File: config.mk
export PLATFORM = sky130hd
export DESIGN_NAME = usb_tx_sched
export DESIGN_NICKNAME = d
export VERILOG_FILES = /design/src/rtl/usb_tx_pkg.sv /design/src/rtl/usb_tx_sched_cnt.sv /design/src/rtl/usb_tx_sched.sv
export SDC_FILE = /design/constraint.sdc
export NUM_CORES = 1
export LEC_CHECK = 0
export CORE_UTILIZATION = 52
export CTS_CLUSTER_DIAMETER = 50
export DETAILED_ROUTE_END_ITERATION = 10
export PLACE_DENSITY = 0.82
export SYNTH_ARGS = -nofsm -noshare
export SYNTH_HDL_FRONTEND = slang
export SYNTH_SLANG_ARGS = --single-unit
File: constraint.sdc
create_clock -name clk -period 2.2 [get_ports clk]
set_input_delay 0.44 -clock clk [delete_from_list [all_inputs] [get_ports clk]]
set_output_delay 0.44 -clock clk [all_outputs]
set_load 0.05 [all_outputs]
File: src/rtl/usb_tx_pkg.sv
// Shared types and constants for the USB TX packet scheduler.
package usb_tx_pkg;

  typedef enum logic [1:0] {
    ST_IDLE     = 2'd0,
    ST_WAIT_SOP = 2'd1,
    ST_IN_PKT   = 2'd2,
    ST_GAP      = 2'd3
  } state_e;

  localparam int IPG_CYCLES_DEF    = 4;
  localparam int START_TIMEOUT_DEF = 64;

  // Source id doubles as the TX mux select value.
  localparam logic SRC_TO = 1'b0;
  localparam logic SRC_DT = 1'b1;

endpackage

File: src/rtl/usb_tx_sched_cnt.sv
// Clearable up-counter with terminal-compare, shared by timeout and gap timing.
module usb_tx_sched_cnt #(
  parameter int W = 8
) (
  input  logic         clk,
  input  logic         rst_n,
  input  logic         clr_i,
  input  logic         inc_i,
  input  logic [W-1:0] term_i,
  output logic [W-1:0] cnt_o,
  output logic         tc_o
);

  logic [W-1:0] cnt_q, cnt_d;

  // Clear has priority over increment.
  always_comb begin
    cnt_d = cnt_q;
    if (clr_i)      cnt_d = '0;
    else if (inc_i) cnt_d = cnt_q + 1'b1;
  end

  // Counter register.
  always_ff @(posedge clk or negedge rst_n) begin
    if (!rst_n) cnt_q <= '0;
    else        cnt_q <= cnt_d;
  end

  assign cnt_o = cnt_q;
  assign tc_o  = (cnt_q == term_i);

endmodule

File: src/rtl/usb_tx_sched.sv
// USB TX packet scheduler: fixed-priority grant (TO over DT), mux select held
// for the whole packet, SOP start timeout and inter-packet gap.
module usb_tx_sched
  import usb_tx_pkg::*;
#(
  parameter int IPG_CYCLES    = IPG_CYCLES_DEF,
  parameter int START_TIMEOUT = START_TIMEOUT_DEF,
  parameter int CNT_W         = 8
) (
  input  logic clk,
  input  logic rst_n,
  input  logic req_to,
  input  logic req_dt,
  input  logic tx_sop_fire,
  input  logic tx_eop_en,
  output logic tx_data_on,
  output logic gnt_to,
  output logic gnt_dt,
  output logic done_to,
  output logic done_dt,
  output logic timeout_err,
  output logic busy
);

  // Terminal values: timeout fires when WAIT_SOP has counted START_TIMEOUT-1,
  // gap ends after IPG_CYCLES cycles in GAP (GAP is skipped when 0).
  localparam logic [CNT_W-1:0] TMO_TERM = CNT_W'(START_TIMEOUT - 1);
  localparam logic [CNT_W-1:0] IPG_TERM = CNT_W'((IPG_CYCLES == 0) ? 0 : IPG_CYCLES - 1);

  state_e state_q, state_d;
  logic   data_on_q, data_on_d;
  logic   gnt_to_q, gnt_to_d, gnt_dt_q, gnt_dt_d;
  logic   done_to_q, done_to_d, done_dt_q, done_dt_d;
  logic   tmo_q, tmo_d;

  logic             cnt_clr, cnt_inc, cnt_tc;
  logic [CNT_W-1:0] cnt_term, cnt_val;
  logic             complete, go_gap;

  usb_tx_sched_cnt #(.W(CNT_W)) u_cnt (
    .clk    (clk),
    .rst_n  (rst_n),
    .clr_i  (cnt_clr),
    .inc_i  (cnt_inc),
    .term_i (cnt_term),
    .cnt_o  (cnt_val),
    .tc_o   (cnt_tc)
  );

  // Next-state, grant/done decode and counter control.
  always_comb begin
    state_d   = state_q;
    data_on_d = data_on_q;
    gnt_to_d  = 1'b0;
    gnt_dt_d  = 1'b0;
    done_to_d = 1'b0;
    done_dt_d = 1'b0;
    tmo_d     = 1'b0;
    cnt_clr   = 1'b0;
    cnt_inc   = 1'b0;
    cnt_term  = TMO_TERM;
    complete  = 1'b0;
    go_gap    = 1'b0;
    case (state_q)
      ST_IDLE: begin
        if (req_to) begin
          gnt_to_d  = 1'b1;
          data_on_d = SRC_TO;
          cnt_clr   = 1'b1;
          state_d   = ST_WAIT_SOP;
        end else if (req_dt) begin
          gnt_dt_d  = 1'b1;
          data_on_d = SRC_DT;
          cnt_clr   = 1'b1;
          state_d   = ST_WAIT_SOP;
        end
      end
      ST_WAIT_SOP: begin
        cnt_inc = 1'b1;
        // EOP (with or without SOP) completes; SOP alone starts the packet.
        if (tx_eop_en)        complete = 1'b1;
        else if (tx_sop_fire) state_d  = ST_IN_PKT;
        else if (cnt_tc) begin
          tmo_d  = 1'b1;
          go_gap = 1'b1;
        end
      end
      ST_IN_PKT: begin
        if (tx_eop_en) complete = 1'b1;
      end
      ST_GAP: begin
        cnt_term = IPG_TERM;
        if (cnt_tc) state_d = ST_IDLE;
        else        cnt_inc = 1'b1;
      end
      default: state_d = ST_IDLE;
    endcase
    if (complete) begin
      done_to_d = (data_on_q == SRC_TO);
      done_dt_d = (data_on_q == SRC_DT);
      go_gap    = 1'b1;
    end
    if (go_gap) begin
      cnt_clr = 1'b1;
      state_d = (IPG_CYCLES == 0) ? ST_IDLE : ST_GAP;
    end
  end

  // State and registered outputs.
  always_ff @(posedge clk or negedge rst_n) begin
    if (!rst_n) begin
      state_q   <= ST_IDLE;
      data_on_q <= 1'b0;
      gnt_to_q  <= 1'b0;
      gnt_dt_q  <= 1'b0;
      done_to_q <= 1'b0;
      done_dt_q <= 1'b0;
      tmo_q     <= 1'b0;
    end else begin
      state_q   <= state_d;
      data_on_q <= data_on_d;
      gnt_to_q  <= gnt_to_d;
      gnt_dt_q  <= gnt_dt_d;
      done_to_q <= done_to_d;
      done_dt_q <= done_dt_d;
      tmo_q     <= tmo_d;
    end
  end

  assign tx_data_on  = data_on_q;
  assign gnt_to      = gnt_to_q;
  assign gnt_dt      = gnt_dt_q;
  assign done_to     = done_to_q;
  assign done_dt     = done_dt_q;
  assign timeout_err = tmo_q;
  assign busy        = (state_q != ST_IDLE);

  logic unused_cnt;
  assign unused_cnt = ^cnt_val;

endmodule

==> impl.org, run 1 <==
** Run status
- The flow ran to the end, but the final reports show violations.
- The final reports fail on design-rule violations.

** Timing
- At the pin with the least slew margin, the transition time is 0.678 ns.
- Final Hold Violating Endpoints :: 0
- The final number of max-transition violations is 0.
- Clock skew on the completed layout was measured at 0.00224 ns.
- RSZ-0062 raised after global routing :: false
- Total of endpoints with negative setup slack in the final report :: 0
- Tmin final :: 1.94 ns
- Worst slew margin :: 54.6%
- After layout, the worst path uses 88.1% of the clock period.
- Worst hold margin :: 0.479 ns
- For the final routed database, the setup TNS stands at 0 ns.
- Achievable Freq :: 0.516 GHz

** Synthesis
- In the synthesized netlist the dominant register cell turns out to be sky130_fd_sc_hd__dfrtp_1.
- A synthesized cell averages 10.3 um^2.
- Number of instances in the synthesized netlist :: 88
- Counting every net in the synthesized netlist gives 99.
- Most common cell in the synthesized netlist :: sky130_fd_sc_hd__dfrtp_1
- Total standard cell area after synthesis :: 903 um^2
- Number of synthesized register bits :: 16
- For this run, the register share of the synthesized area comes to 44.3%.
- In this run, synthesis inferred 0 flip-flops with an integrated enable.
- Share of flip-flops with an asynchronous set or reset after synthesis :: 100%
- Number of different library cells in the post-synthesis netlist :: 34
- Top-area cell type share of the netlist area :: 44.3%
- Number of warnings printed during yosys synthesis :: 0
- Post-synth top area cell :: sky130_fd_sc_hd__dfrtp_1
- Ranking of synthesized cells by instance count :: sky130_fd_sc_hd__dfrtp_1 (16), sky130_fd_sc_hd__nor2_1 (14), sky130_fd_sc_hd__a21oi_1 (6), sky130_fd_sc_hd__ha_1 (5), sky130_fd_sc_hd__inv_1 (5)
- In the post-synthesis netlist, the biggest area contributors are sky130_fd_sc_hd__dfrtp_1 (44%), sky130_fd_sc_hd__ha_1 (6.9%), sky130_fd_sc_hd__nor2_1 (5.8%), sky130_fd_sc_hd__xor2_1 (3.9%), sky130_fd_sc_hd__a21oi_1 (3.3%).

** Floorplanning
- The region available for standard cell placement spans 1560 um^2.
- Starting Density :: 57.9%
- Pin placement for this block handled 13 I/O pins.
- The die is 43.7 um wide.
- The die covers 1910 um^2.
- The floorplan has 14 rows.
- Height of the chip :: 43.7 um

** Clock network
- Clock latency on the worst-skew pair, taken at its later pin, is 0.28 ns.
- TritonCTS sink count :: 16
- In this run the number of H-tree levels came out at 1.
- After clock tree synthesis, the repair step resized 0 gates.
- Clock tree from TritonCTS :: yes
- Buffers inserted to repair hold after CTS numbered 0.
- Clock tree root buffer cell :: sky130_fd_sc_hd__clkbuf_4
- TritonCTS created 3 clock buffers.
- Post-CTS setup buffer count :: 0
- Clock transition at the registers of the reported paths :: 0.09 ns
- Counting along the longest clock path gives a buffer depth of 2.

** Global route
- Global route total overflow :: 0
- Entering global routing, the biggest net connects 17 pins.
- Across every metal layer, demand over resource in global routing totals 19.1%.
- First-pass GRT wire length :: 2.63 mm
- Number of antenna violations at the first check in global routing :: 0
- The number of global-route vias before repair came to 626.

** Layout
- Layout Cell Area excl Fill :: 1080 um^2
- Post-route non-filler standard cell count :: 120
- Relative to the synthesized area, the layout overhead comes to 19.5%.
- Net total in the final layout :: 116
- Cells with a size suffix above 1 make up 14.4% of the layout.
- The number of antenna diodes in the final layout is 0.

** Setup path
- WS Path Type :: reg -> reg
- STA classifies the critical path endpoint as a register.
- Signal arrival time at the worst endpoint :: 2.11 ns
- STA classifies the critical path startpoint as a register.
- STA puts the critical path data required time at 2.37 ns.
- Of all nets on the critical path, the largest fanout is 8.

** Placed design
- In this run the tool buffered the top-level ports with 12 buffer cells.
- Number of placed instances with taps included :: 116
- The congestion estimate from routability-driven global placement came to 0.812.
- The HPWL after detailed placement is 1.16 mm.
- Placement Cell Area :: 1040 um^2

** Routing
- Final WL :: 1.50 mm
- Routed vias/inst :: 5.53
- For this run, the detailed router's first-pass iteration total came to 7.
- DRC violation total after the first TritonRoute iteration :: 12
- After detailed routing, the average wire length per cell comes to 12.5 um.
- The final route contains 664 vias.
- Antenna violation net count after detailed routing :: 0
- Remaining design rule violation count :: 2

** Pwr
- Pwr dens :: 1280 nW/um^2
- Summed over all cells, the static leakage comes to 0.483 nW.
- The worst-case IR drop observed on VDD is 0.701 mV.

** Flow run
- The tool flagged a number of max-cap violations equal to 0.

** Worst hold path
- The worst hold path belongs to the class reg -> reg.
cell usage in the layout (no fill, tap or decap), types with 2 or more instances in the layout:
| master | netlist | layout |
|---|---|---|
| sky130_fd_sc_hd__nand2_1 | 3 | 3 |
| sky130_fd_sc_hd__inv_1 | 5 | 5 |
| sky130_fd_sc_hd__dfrtp_1 | 16 | 16 |
| sky130_fd_sc_hd__xor2_1 | 4 | 4 |
| sky130_fd_sc_hd__nand3_1 | 3 | 3 |
| sky130_fd_sc_hd__nor2_1 | 14 | 14 |
| sky130_fd_sc_hd__xnor2_1 | 2 | 2 |
| sky130_fd_sc_hd__a21oi_1 | 6 | 6 |
| sky130_fd_sc_hd__and2_1 | 2 | 2 |
| sky130_fd_sc_hd__o21a_1 | 2 | 2 |
| sky130_fd_sc_hd__buf_4 | 0 | 2 |
| sky130_fd_sc_hd__ha_1 | 5 | 5 |
| sky130_fd_sc_hd__clkbuf_4 | 0 | 3 |
| sky130_fd_sc_hd__clkdlybuf4s50_1 | 0 | 11 |
| sky130_fd_sc_hd__or4_4 | 2 | 2 |
| sky130_fd_sc_hd__and3_1 | 2 | 2 |
| sky130_fd_sc_hd__nor3b_1 | 2 | 2 |
metrics by stage:
step | setup slack [ns] | utilization (%) | power [mW]
2_1_floorplan | 0.380 | - | 1.01
3_3_place_gp | 0.203 | 66.9 | 1.18
3_5_place_dp | 0.178 | 66.9 | 1.20
4_1_cts | 0.254 | 69.3 | 1.39
5_1_grt | 0.178 | 69.3 | 1.48
6_report | 0.262 | 69.3 | 1.38
metal layers:
| layer | part of all wire [%] | wire length [um] | vias up | track usage [%] |
|---|---|---|---|---|
| met5 | 0 | 0 | - | 0 |
| met4 | 2.3 | 35 | 0 | 11.3 |
| met3 | 4.3 | 64 | 4 | 3.75 |
| met2 | 44 | 654 | 18 | 28.1 |
| met1 | 50 | 742 | 295 | 26.1 |
| li1 | - | - | 347 | - |
cells by family (layout without fill, tap and decap cells):
family / after synthesis / after routing / share of synthesized area [%]
buffers and inverters: 6 / 22 / 2.63
adder cells (fa/ha/maj): 5 / 5 / 6.93
XOR/XNOR: 6 / 6 / 5.82
AO/OA/AOI/OAI: 20 / 20 / 18.7
flip-flops: 16 / 16 / 44.3
AND/OR/NAND/NOR: 35 / 35 / 21.6
area by class of cell:
class | instances | area, um^2
Clock buffer | 4 | 36.3
Inverter | 5 | 18.8
Tap cell | 16 | 20.0
Fill cell | 120 | 479
Timing Repair Buffer | 13 | 125
Multi-Input combinational cell | 66 | 479
Sequential cell | 16 | 400
critical path, cell delays in order (launching register included):
cell	delay [ns]
sky130_fd_sc_hd__dfrtp_1	0.39
sky130_fd_sc_hd__ha_1	0.18
sky130_fd_sc_hd__or3b_4	0.39
sky130_fd_sc_hd__or4_4	0.45
sky130_fd_sc_hd__o211ai_4	0.32
sky130_fd_sc_hd__nor2_1	0.10
final timing paths:
check	start	to	slack (ns)	cells past startpoint
worst min-delay path	tx_data_on	done_to	0.48	1
worst min register to register	tx_data_on	done_to	0.48	1
worst max-delay path	u_cnt.cnt_o[0]	u_cnt.cnt_o[2]	0.26	5
min in group asynchronous	rst_n	u_cnt.cnt_o[4]	0.56	1
worst max register to register	u_cnt.cnt_o[0]	u_cnt.cnt_o[2]	0.26	5
max in group asynchronous	rst_n	state_q[1]	1.21	1
flip-flops by register name, indices dropped and copies added, names as in the netlist:
name / flops
done_to: 1
tx_data_on: 1
u_cnt.cnt_o: 8
state_q: 2
done_dt: 1
gnt_to: 1
gnt_dt: 1
timeout_err: 1
power by group:
| group | total (mW) | switching (mW) | internal, mW | leakage, nW |
|---|---|---|---|---|
| clock network | 0.191 | 0.0901 | 0.101 | 0.0210 |
| logic | 0.767 | 0.448 | 0.318 | 0.251 |
| registers | 0.424 | 0.0575 | 0.367 | 0.211 |
| total | 1.38 | 0.596 | 0.786 | 0.483 |
Note: power is estimated with default switching activity, not from simulation.
==> inputs of run 2 (changes only) <==
--- a/config.mk
+++ b/config.mk
@@ -5,6 +5,7 @@
 export SDC_FILE = /design/constraint.sdc
 export NUM_CORES = 1
 export LEC_CHECK = 0
+export CAP_MARGIN = 20
 export CORE_UTILIZATION = 52
 export CTS_CLUSTER_DIAMETER = 50
 export DETAILED_ROUTE_END_ITERATION = 10
==> constraint.sdc (replaced) <==
create_clock -name clk -period 2.2 [get_ports clk]
set_input_delay 0.44 -clock clk [delete_from_list [all_inputs] [get_ports clk]]
set_output_delay 0.44 -clock clk [all_outputs]
set_load 0.1 [all_outputs]
==> run 2 against run 1 <==
The flow still finishes with violations (design-rule violations). Critical path depth unchanged. Power grew 12%. Flip-flop and latch count did not move. Highest routed layer unchanged.
==> impl.org, run 2 (synthesis results as in run 1) <==
** Run status
- Run status :: finished with violations
- Violations in the final reports :: design-rule violations

** Timing
- Worst hold margin :: 0.496 ns (+0.0165 ns)
- The final critical-path share of the clock period came to 90.8% (+2.7 points).
- The final number of max-transition violations came to 0 (unchanged).
- The setup total negative slack came to 0 ns (unchanged).
- The number of hold violations in the final report was 0 (unchanged).
- The pin slew with the least headroom to its limit was 0.674 ns (-0.00445 ns).
- Tmin final :: 2.00 ns (+0.0598 ns)
- The worst max-slew margin expressed relative to the limit was 54.9% (+0.30 points).
- The maximum achievable frequency was 0.500 GHz (-3.0%).
- The final setup skew came to 0.00297 ns (+0.000732 ns).
- Setup repair after global routing left no endpoint under its margin.
- Total of endpoints with negative setup slack in the final report :: 0 (unchanged)

** Floorplanning
- Starting Density :: 57.9% (unchanged)
- Die Footprint :: 1910 um^2 (unchanged)
- I/O Pins :: 13 (unchanged)
- The die extent in y was 43.7 um (unchanged).
- The die extent in x is 43.7 um (unchanged).
- The core region area is 1560 um^2 (unchanged).
- Site row count :: 14 (unchanged)

** Pwr
- Pwr dens :: 1440 nW/um^2 (+12%)
- Static Leak :: 0.500 nW (+3.4%)
- Peak supply drop :: 0.859 mV (+22%)

** Clock network
- The number of gates given a new drive strength after cts came to 0 (unchanged).
- The insertion delay to the later sink of the worst-skew pair came to 0.28 ns (about the same).
- Total of hold buffers inserted after clock tree synthesis :: 0 (unchanged)
- H-tree Lvls :: 1 (unchanged)
- TritonCTS sink count :: 16 (unchanged)
- Clock tree from TritonCTS :: yes
- In this run the clock root is driven by a sky130_fd_sc_hd__clkbuf_4.
- Clock transition at the registers of the reported paths :: 0.10 ns (about the same)
- The number of buffers inserted during clock tree synthesis came to 3 (unchanged).
- Post-CTS setup buffer count :: 0 (unchanged)
- The maximum buffer depth of the clock tree came to 2 (unchanged).

** Placed design
- The half-perimeter wire length after detailed placement came to 1.33 mm (+15%).
- Number of port buffers :: 12 (unchanged)
- Final estimated routing congestion in global placement :: 0.833 (+2.6%)
- The number of cells in the design after placement came to 116 (unchanged).

** Layout
- The number of flip-flops in the largest register was 8 (unchanged).
- Layout Area Growth over Synthesis :: 19.3%
- Sequential cell area :: 400 um^2 (unchanged)
- Total of fill cells in the finished design :: 122 (+1.7%)
- Most frequent standard cell in the layout excluding fill and tap cells :: sky130_fd_sc_hd__dfrtp_1
- Proportion of layout cells with a drive suffix above 1 :: 20.2% (+5.8 points)
- Net total in the final layout :: 116 (unchanged)
- Combined area of the multi-input logic cells :: 479 um^2 (unchanged)
- The diode insertion count for antenna repair was 0 (unchanged).
- The library cells used most frequently in the layout, excluding fill and tap cells, are sky130_fd_sc_hd__dfrtp_1 (16), sky130_fd_sc_hd__nor2_1 (14), sky130_fd_sc_hd__buf_4 (7).
- The filler-free cell count of the finished design was 120 (unchanged).

** Routing
- The post-detailed-route wirelength per cell is 14.5 um (+17%).
- Antenna violation net count after detailed routing :: 0 (unchanged)
- First drt pass iteration count :: 7 (unchanged)
- DRC violation total after the first TritonRoute iteration :: 11 (-1)
- The total DRC errors in the routed layout was 2 (unchanged).
- The total detailed-routing wirelength came to 1.74 mm (+17%).
- Routed vias/inst :: 5.82 (+5.1%)
- Total via count in the routed design :: 698 (+5.1%)

** Setup path
- WS Path Type :: reg -> reg
- Required @ worst endpoint :: 2.37 ns (about the same)
- Critical path fanouts, max :: 8 (unchanged)
- Setup crit start kind :: register
- The worst setup path is captured at a register.
- The worst path arrival time was 2.16 ns (+0.05 ns).

** Global route
- The number of global-route vias before repair was 686 (+9.6%).
- The global-route wire length before repair is 2.92 mm (+11%).
- Overall Global Routing Usage :: 21.2% (+2.1 points)
- The maximum number of pins on one net before global-route repair was 17 (unchanged).
- Global route total overflow :: 0 (unchanged)
- Number of antenna violations at the first check in global routing :: 0 (unchanged)

** Flow run
- Max capacitance violation total :: 0 (unchanged)

** Worst hold path
- The worst hold path belongs to the class reg -> reg.
## run 2: changes by cell type in the layout (fill, tap and decap cells not counted)
| cell | delta |
|---|---|
| sky130_fd_sc_hd__buf_12 | +1 |
| sky130_fd_sc_hd__clkdlybuf4s50_1 | -6 |
| sky130_fd_sc_hd__buf_4 | +5 |
## run 2: per-stage QoR
step | instance area [um^2] | power, mW | worst slack (ns) | utilization, %
global route | 1080 | 1.64 | 0.128 | 69.1
floorplan | 903 | 1.14 | 0.237 | -
detailed placement | 1040 | 1.36 | 0.142 | 66.8
CTS | 1080 | 1.55 | 0.189 | 69.1
global placement | 1040 | 1.32 | 0.205 | 66.8
finish | 1080 | 1.55 | 0.202 | 69.1
## run 2: worst paths after layout
| check | startpoint | end | slack (ns) | depth (start not counted) |
|---|---|---|---|---|
| setup / recovery | u_cnt.cnt_o[0] | u_cnt.cnt_o[7] | 0.20 | 5 |
| hold / removal | tx_data_on | done_to | 0.50 | 1 |
| hold reg to reg | tx_data_on | done_to | 0.50 | 1 |
| setup reg to reg | u_cnt.cnt_o[0] | u_cnt.cnt_o[7] | 0.20 | 5 |
| max in group asynchronous | rst_n | u_cnt.cnt_o[1] | 1.22 | 1 |
| min in group asynchronous | rst_n | u_cnt.cnt_o[7] | 0.56 | 1 |
## run 2: report_power, final
group	switching (mW)	total (mW)	internal [mW]
Clock	0.0939	0.195	0.101
Sequential	0.0626	0.429	0.367
Combinational	0.600	0.924	0.324
## run 2: cell type report
cell class              instances  area share [%]
multi-input cells              66            44.5
flip-flops and latches         16            37.2
repair buffers                 13            11.4
clock buffers                   4            3.37
well taps                      16            1.86
inverters                       5            1.74
## run 2: metal layers
layer	GRT usage, %	wire (um)	vias to the layer above	share of wire, %
li1	-	-	341	-
met2	36.4	886	18	51
met5	0	0	-	0
met3	4.17	73	2	4.2
met4	8.75	8	0	0.46
met1	25.9	776	337	44
## run 2: critical path, cell delays in order, from the launching register on
cell and delay, ns:
sky130_fd_sc_hd__dfrtp_1 0.41, sky130_fd_sc_hd__ha_1 0.19, sky130_fd_sc_hd__or3b_4 0.39, sky130_fd_sc_hd__or4_4 0.46, sky130_fd_sc_hd__o211ai_4 0.33, sky130_fd_sc_hd__nor2_1 0.10
==> inputs of run 3 (changes only) <==
--- a/config.mk
+++ b/config.mk
@@ -9,7 +9,8 @@
 export CORE_UTILIZATION = 52
 export CTS_CLUSTER_DIAMETER = 50
 export DETAILED_ROUTE_END_ITERATION = 10
-export PLACE_DENSITY = 0.82
+export PLACE_DENSITY = 0.81
 export SYNTH_ARGS = -nofsm -noshare
 export SYNTH_HDL_FRONTEND = slang
+export SYNTH_HIERARCHICAL = 1
 export SYNTH_SLANG_ARGS = --single-unit
==> run 3 against run 2 <==
The run ends with design-rule violations, negative setup slack left. First-iteration DRC count grew to 2.9 times the previous value. Flip-flop and latch count stayed put. Worst setup slack worse by 0.25 ns. Power is 14% higher.
==> impl.org, run 3 <==
** Synthesis
- Most common cell in the synthesized netlist :: sky130_fd_sc_hd__dfrtp_1
- The portion of synthesized cell area occupied by the leading cell type was 43.1% (-1.2 points).
- The count of warnings emitted by yosys was 6 (+6).
- Register area share after synthesis :: 43.1% (-1.2 points)
- Number of synthesized flops with an enable pin :: 0 (unchanged)
- The flip-flop and latch count after synthesis was 16 (unchanged).
- Total standard cell area after synthesis :: 928 um^2 (+2.8%)
- Primary flip-flop cell chosen by synthesis mapping :: sky130_fd_sc_hd__dfrtp_1
- The number of instances in the synthesized netlist is 92 (+4.5%).
- The synthesized design spends more area on one cell type than any other, namely sky130_fd_sc_hd__dfrtp_1.
- In the post-synthesis netlist, the biggest area contributors are sky130_fd_sc_hd__dfrtp_1 (43%), sky130_fd_sc_hd__xnor2_1 (8.5%), sky130_fd_sc_hd__ha_1 (6.7%), sky130_fd_sc_hd__nor2_1 (3.6%), sky130_fd_sc_hd__nand4_1 (3.4%).
- The unique cell type count in the Yosys netlist came to 30 (-12%).
- The share of synthesized flip-flops with an asynchronous set or reset is 100% (unchanged).
- Mean Syn Cell Area :: 10.1 um^2 (-1.7%)
- Ranking of synthesized cells by instance count :: sky130_fd_sc_hd__dfrtp_1 (16), sky130_fd_sc_hd__nor2_1 (9), sky130_fd_sc_hd__xnor2_1 (9), sky130_fd_sc_hd__a21oi_1 (6)

** Setup path
- Critical register-to-register path startpoint :: state_q[1]
- The maximum fanout along the worst path was 4 (-4).
- The required time of the critical path came to 2.41 ns (+0.04 ns).
- Max stage delay cell, worst path :: sky130_fd_sc_hd__dfrtp_1
- The worst path arrival time came to 2.46 ns (+0.30 ns).
- Setup crit start kind :: register
- The worst setup path is of the reg -> reg kind.
- The buffer and inverter count on the worst path was 1 (+1).
- Worst path depth :: 11 (+6)
- Following the worst setup path forward leads to its endpoint at u_cnt/cnt_o[6].
- Worst setup path startpoint :: state_q[1]
- The worst setup path is captured at a register.
- The largest incremental delay on the critical path is 0.42 ns (-0.04 ns).
- Depth of the most critical reg-to-reg path :: 11 (+6)
- Walking the worst path, the cells encountered are ha_4, inv_4, xnor2_1, nand4_1, nor2_2, and4bb_4, nand2b_4, or3b_4, o2111ai_4, or3_4, a21oi_2.
- Family with the most delay on the worst path :: simple AND/OR/NAND/NOR gates
- The endpoint identified for the worst register-to-register timing path is u_cnt/cnt_o[6].
- The slack of the worst reg-to-reg path came to -0.05 ns (-0.25 ns).

** Clock network
- TritonCTS built the clock tree.
- Cts bufs inserted :: 3 (unchanged)
- The tree is rooted in a sky130_fd_sc_hd__clkbuf_4.
- H-tree Lvls :: 1 (unchanged)
- Clock transition at the registers of the reported paths :: 0.10 ns (about the same)
- The clock sink count came to 16 (unchanged).
- Maximum count of clock buffers along a single path :: 2 (unchanged)
- The insertion delay to the later sink of the worst-skew pair was 0.28 ns (about the same).

** Timing
- The minimum setup slack in the final design was -0.0469 ns (-0.249 ns).
- The final critical-path share of the clock period is 102% (+11 points).
- Max-slew violation total from the final report :: 0 (unchanged)
- The maximum achievable frequency is 0.445 GHz (-11%).
- The final critical delay including setup and external delays came to 2.25 ns (+0.249 ns).
- The worst max-slew margin expressed relative to the limit was 53.0% (-1.9 points).
- The total setup violations reported at the end of the flow came to 2 (+2).
- The final setup skew is 0.0101 ns (+0.00714 ns).
- RSZ-0062 raised after global routing :: true
- Setup total negative slack :: -0.0656 ns (-0.0656 ns)
- Final Hold Violating Endpoints :: 0 (unchanged)
- Worst-Margin Slew :: 0.702 ns (+0.0281 ns)

** Floorplanning
- Site row count :: 14 (unchanged)
- Starting Density :: 58.2% (+0.30 points)
- The die extent in y was 44.3 um (+1.3%).
- Die Footprint :: 1960 um^2 (+2.7%)
- I/O Pins :: 13 (unchanged)
- Chip Width :: 44.3 um (+1.3%)
- Std-Cell Core Area :: 1590 um^2 (+2.2%)

** Layout
- Most frequent standard cell in the layout excluding fill and tap cells :: sky130_fd_sc_hd__buf_4
- In the layout the commonest cells are sky130_fd_sc_hd__buf_4 (20), sky130_fd_sc_hd__dfrtp_1 (16), sky130_fd_sc_hd__xnor2_1 (9).
- The final net count came to 133 (+15%).
- Compared with the post-synthesis result, the final layout area differs by 33.8%.
- The post-layout instance area came to 1240 um^2 (+15%).
- The total of fill cells in the finished design is 105 (-14%).
- The fraction of layout instances using a drive strength above 1 came to 32.5% (+12 points).
- The number of flip-flops in the largest register was 8 (unchanged).
- The diode insertion count for antenna repair was 0 (unchanged).

** Routing
- DRC violation total after the first TritonRoute iteration :: 32 (+21)
- Final WL :: 2.04 mm (+17%)
- The final antenna-violating net count is 0 (unchanged).
- The via count was 745 (+6.7%).
- The total DRC errors in the routed layout is 3 (+1).
- Average routed wire per standard cell :: 14.2 um (-2.4%)
- Routed vias/inst :: 5.17 (-11%)
- First drt pass iteration count :: 9 (+2)

** Global route
- The overall overflow remaining after global route was 0 (unchanged).
- Via count of the first global-routing pass :: 731 (+6.6%)
- The maximum number of pins on one net before global-route repair is 17 (unchanged).
- Overall Global Routing Usage :: 23.1% (+1.8 points)
- The initial antenna violation count is 0 (unchanged).
- First-pass GRT wire length :: 3.27 mm (+12%)

** Run status
- The final reports fail on design-rule violations, negative setup slack.
- The run finished, with violations left.

** Placed design
- Placement Cell Area :: 1170 um^2 (+13%)
- The minimum setup slack after placement is -0.107 ns (-0.248 ns).
- Number of port buffers :: 12 (unchanged)
- The half-perimeter wire length after detailed placement came to 1.47 mm (+10%).
- The final estimated routing congestion in global placement was 0.791 (-5.1%).

** Worst hold path
- The worst hold path begins at tx_data_on.
- HP Class :: reg -> reg

** Flow run
- Max capacitance violation total :: 0 (unchanged)

** Pwr
- The overall power was 1.76 mW (+14%).
- Logic gate share of total power :: 67.5% (+7.8 points)
- The proportion of power drawn by flip-flops and latches is 24.0% (-3.7 points).
- Pwr dens :: 1420 nW/um^2 (-1.1%)
- The net switching power figure came to 868 uW (+15%).
- The leakage power figure is 0.563 nW (+13%).
- Switching fraction of total power :: 49.2% (+0.33 points)
- Peak supply drop :: 1.13 mV (+31%)
- The design internal power was 897 uW (+13%).
- Clock group share of total power :: 8.5% (-4.1 points)
[run 3: cell count changes after synthesis, moves of 3 or more]
cell                      previous run  this run
sky130_fd_sc_hd__or3_1               0         3
sky130_fd_sc_hd__nor2_1             14         9
sky130_fd_sc_hd__nand3_1             3         0
sky130_fd_sc_hd__xnor2_1             2         9
sky130_fd_sc_hd__o21ai_0             1         5
sky130_fd_sc_hd__nand4_1             1         5
[run 3: routing by layer]
layer  vias up  share of wire (%)  track usage (%)
met3         2                3.6             3.67
met1       358                 47             32.1
met2        18                 48             36.5
met4         0               0.88             7.88
met5         -                  0                0
li1        367                  -                -
[run 3: repair_timing]
item                       CTS  global route
gates resized for setup      5             5
pin swaps                    3             5
buffers inserted             0             1
hold buffers                 0             0
setup endpoints to repair    4             3
[run 3: worst min path at each step]
stage,endpoint,slack [ns],cells after the start
after floorplan,done_dt,0.14,0
after global placement,done_to,0.50,1
after detailed placement,done_to,0.52,1
after CTS,done_to,0.51,1
after global routing,done_to,0.55,1
final,done_to,0.50,1
[run 3: kinds of logic after synthesis]
| group | after synthesis | synth area share, % |
|---|---|---|
| other cells | 2 | 0.809 |
| simple gates | 32 | 20.5 |
| mux | 2 | 2.16 |
| buf+inv | 7 | 3.77 |
| flops | 16 | 43.1 |
| compound gates | 16 | 11.6 |
| fa+ha+maj | 5 | 6.74 |
| xor+xnor | 12 | 11.3 |
[run 3: power by group through the flow]
stage	registers [mW]	clock network (mW)	logic [mW]
after floorplan	0.641	0	0.613
after global placement	0.418	0	1.07
after detailed placement	0.422	0	1.09
after CTS	0.415	0.153	1.14
after global routing	0.434	0.162	1.27
final	0.423	0.150	1.19
[run 3: layout make-up]
type                            count  area (um^2)  share of cell area (%)
Multi-Input combinational cell     71          552                    44.4
Inverter                            4         17.5                    1.41
Sequential cell                    16          400                    32.2
Tap cell                           24         30.0                    2.42
Timing Repair Buffer               26          220                    17.7
Clock buffer                        3         22.5                    1.81
[run 3: through the flow]
step	util, %	cells	hold slack, ns
2_1_floorplan	-	94	0.144
3_3_place_gp	73.5	140	0.499
3_5_place_dp	73.5	140	0.517
4_1_cts	75.7	143	0.514
5_1_grt	77.9	144	0.550
6_report	77.9	144	0.501
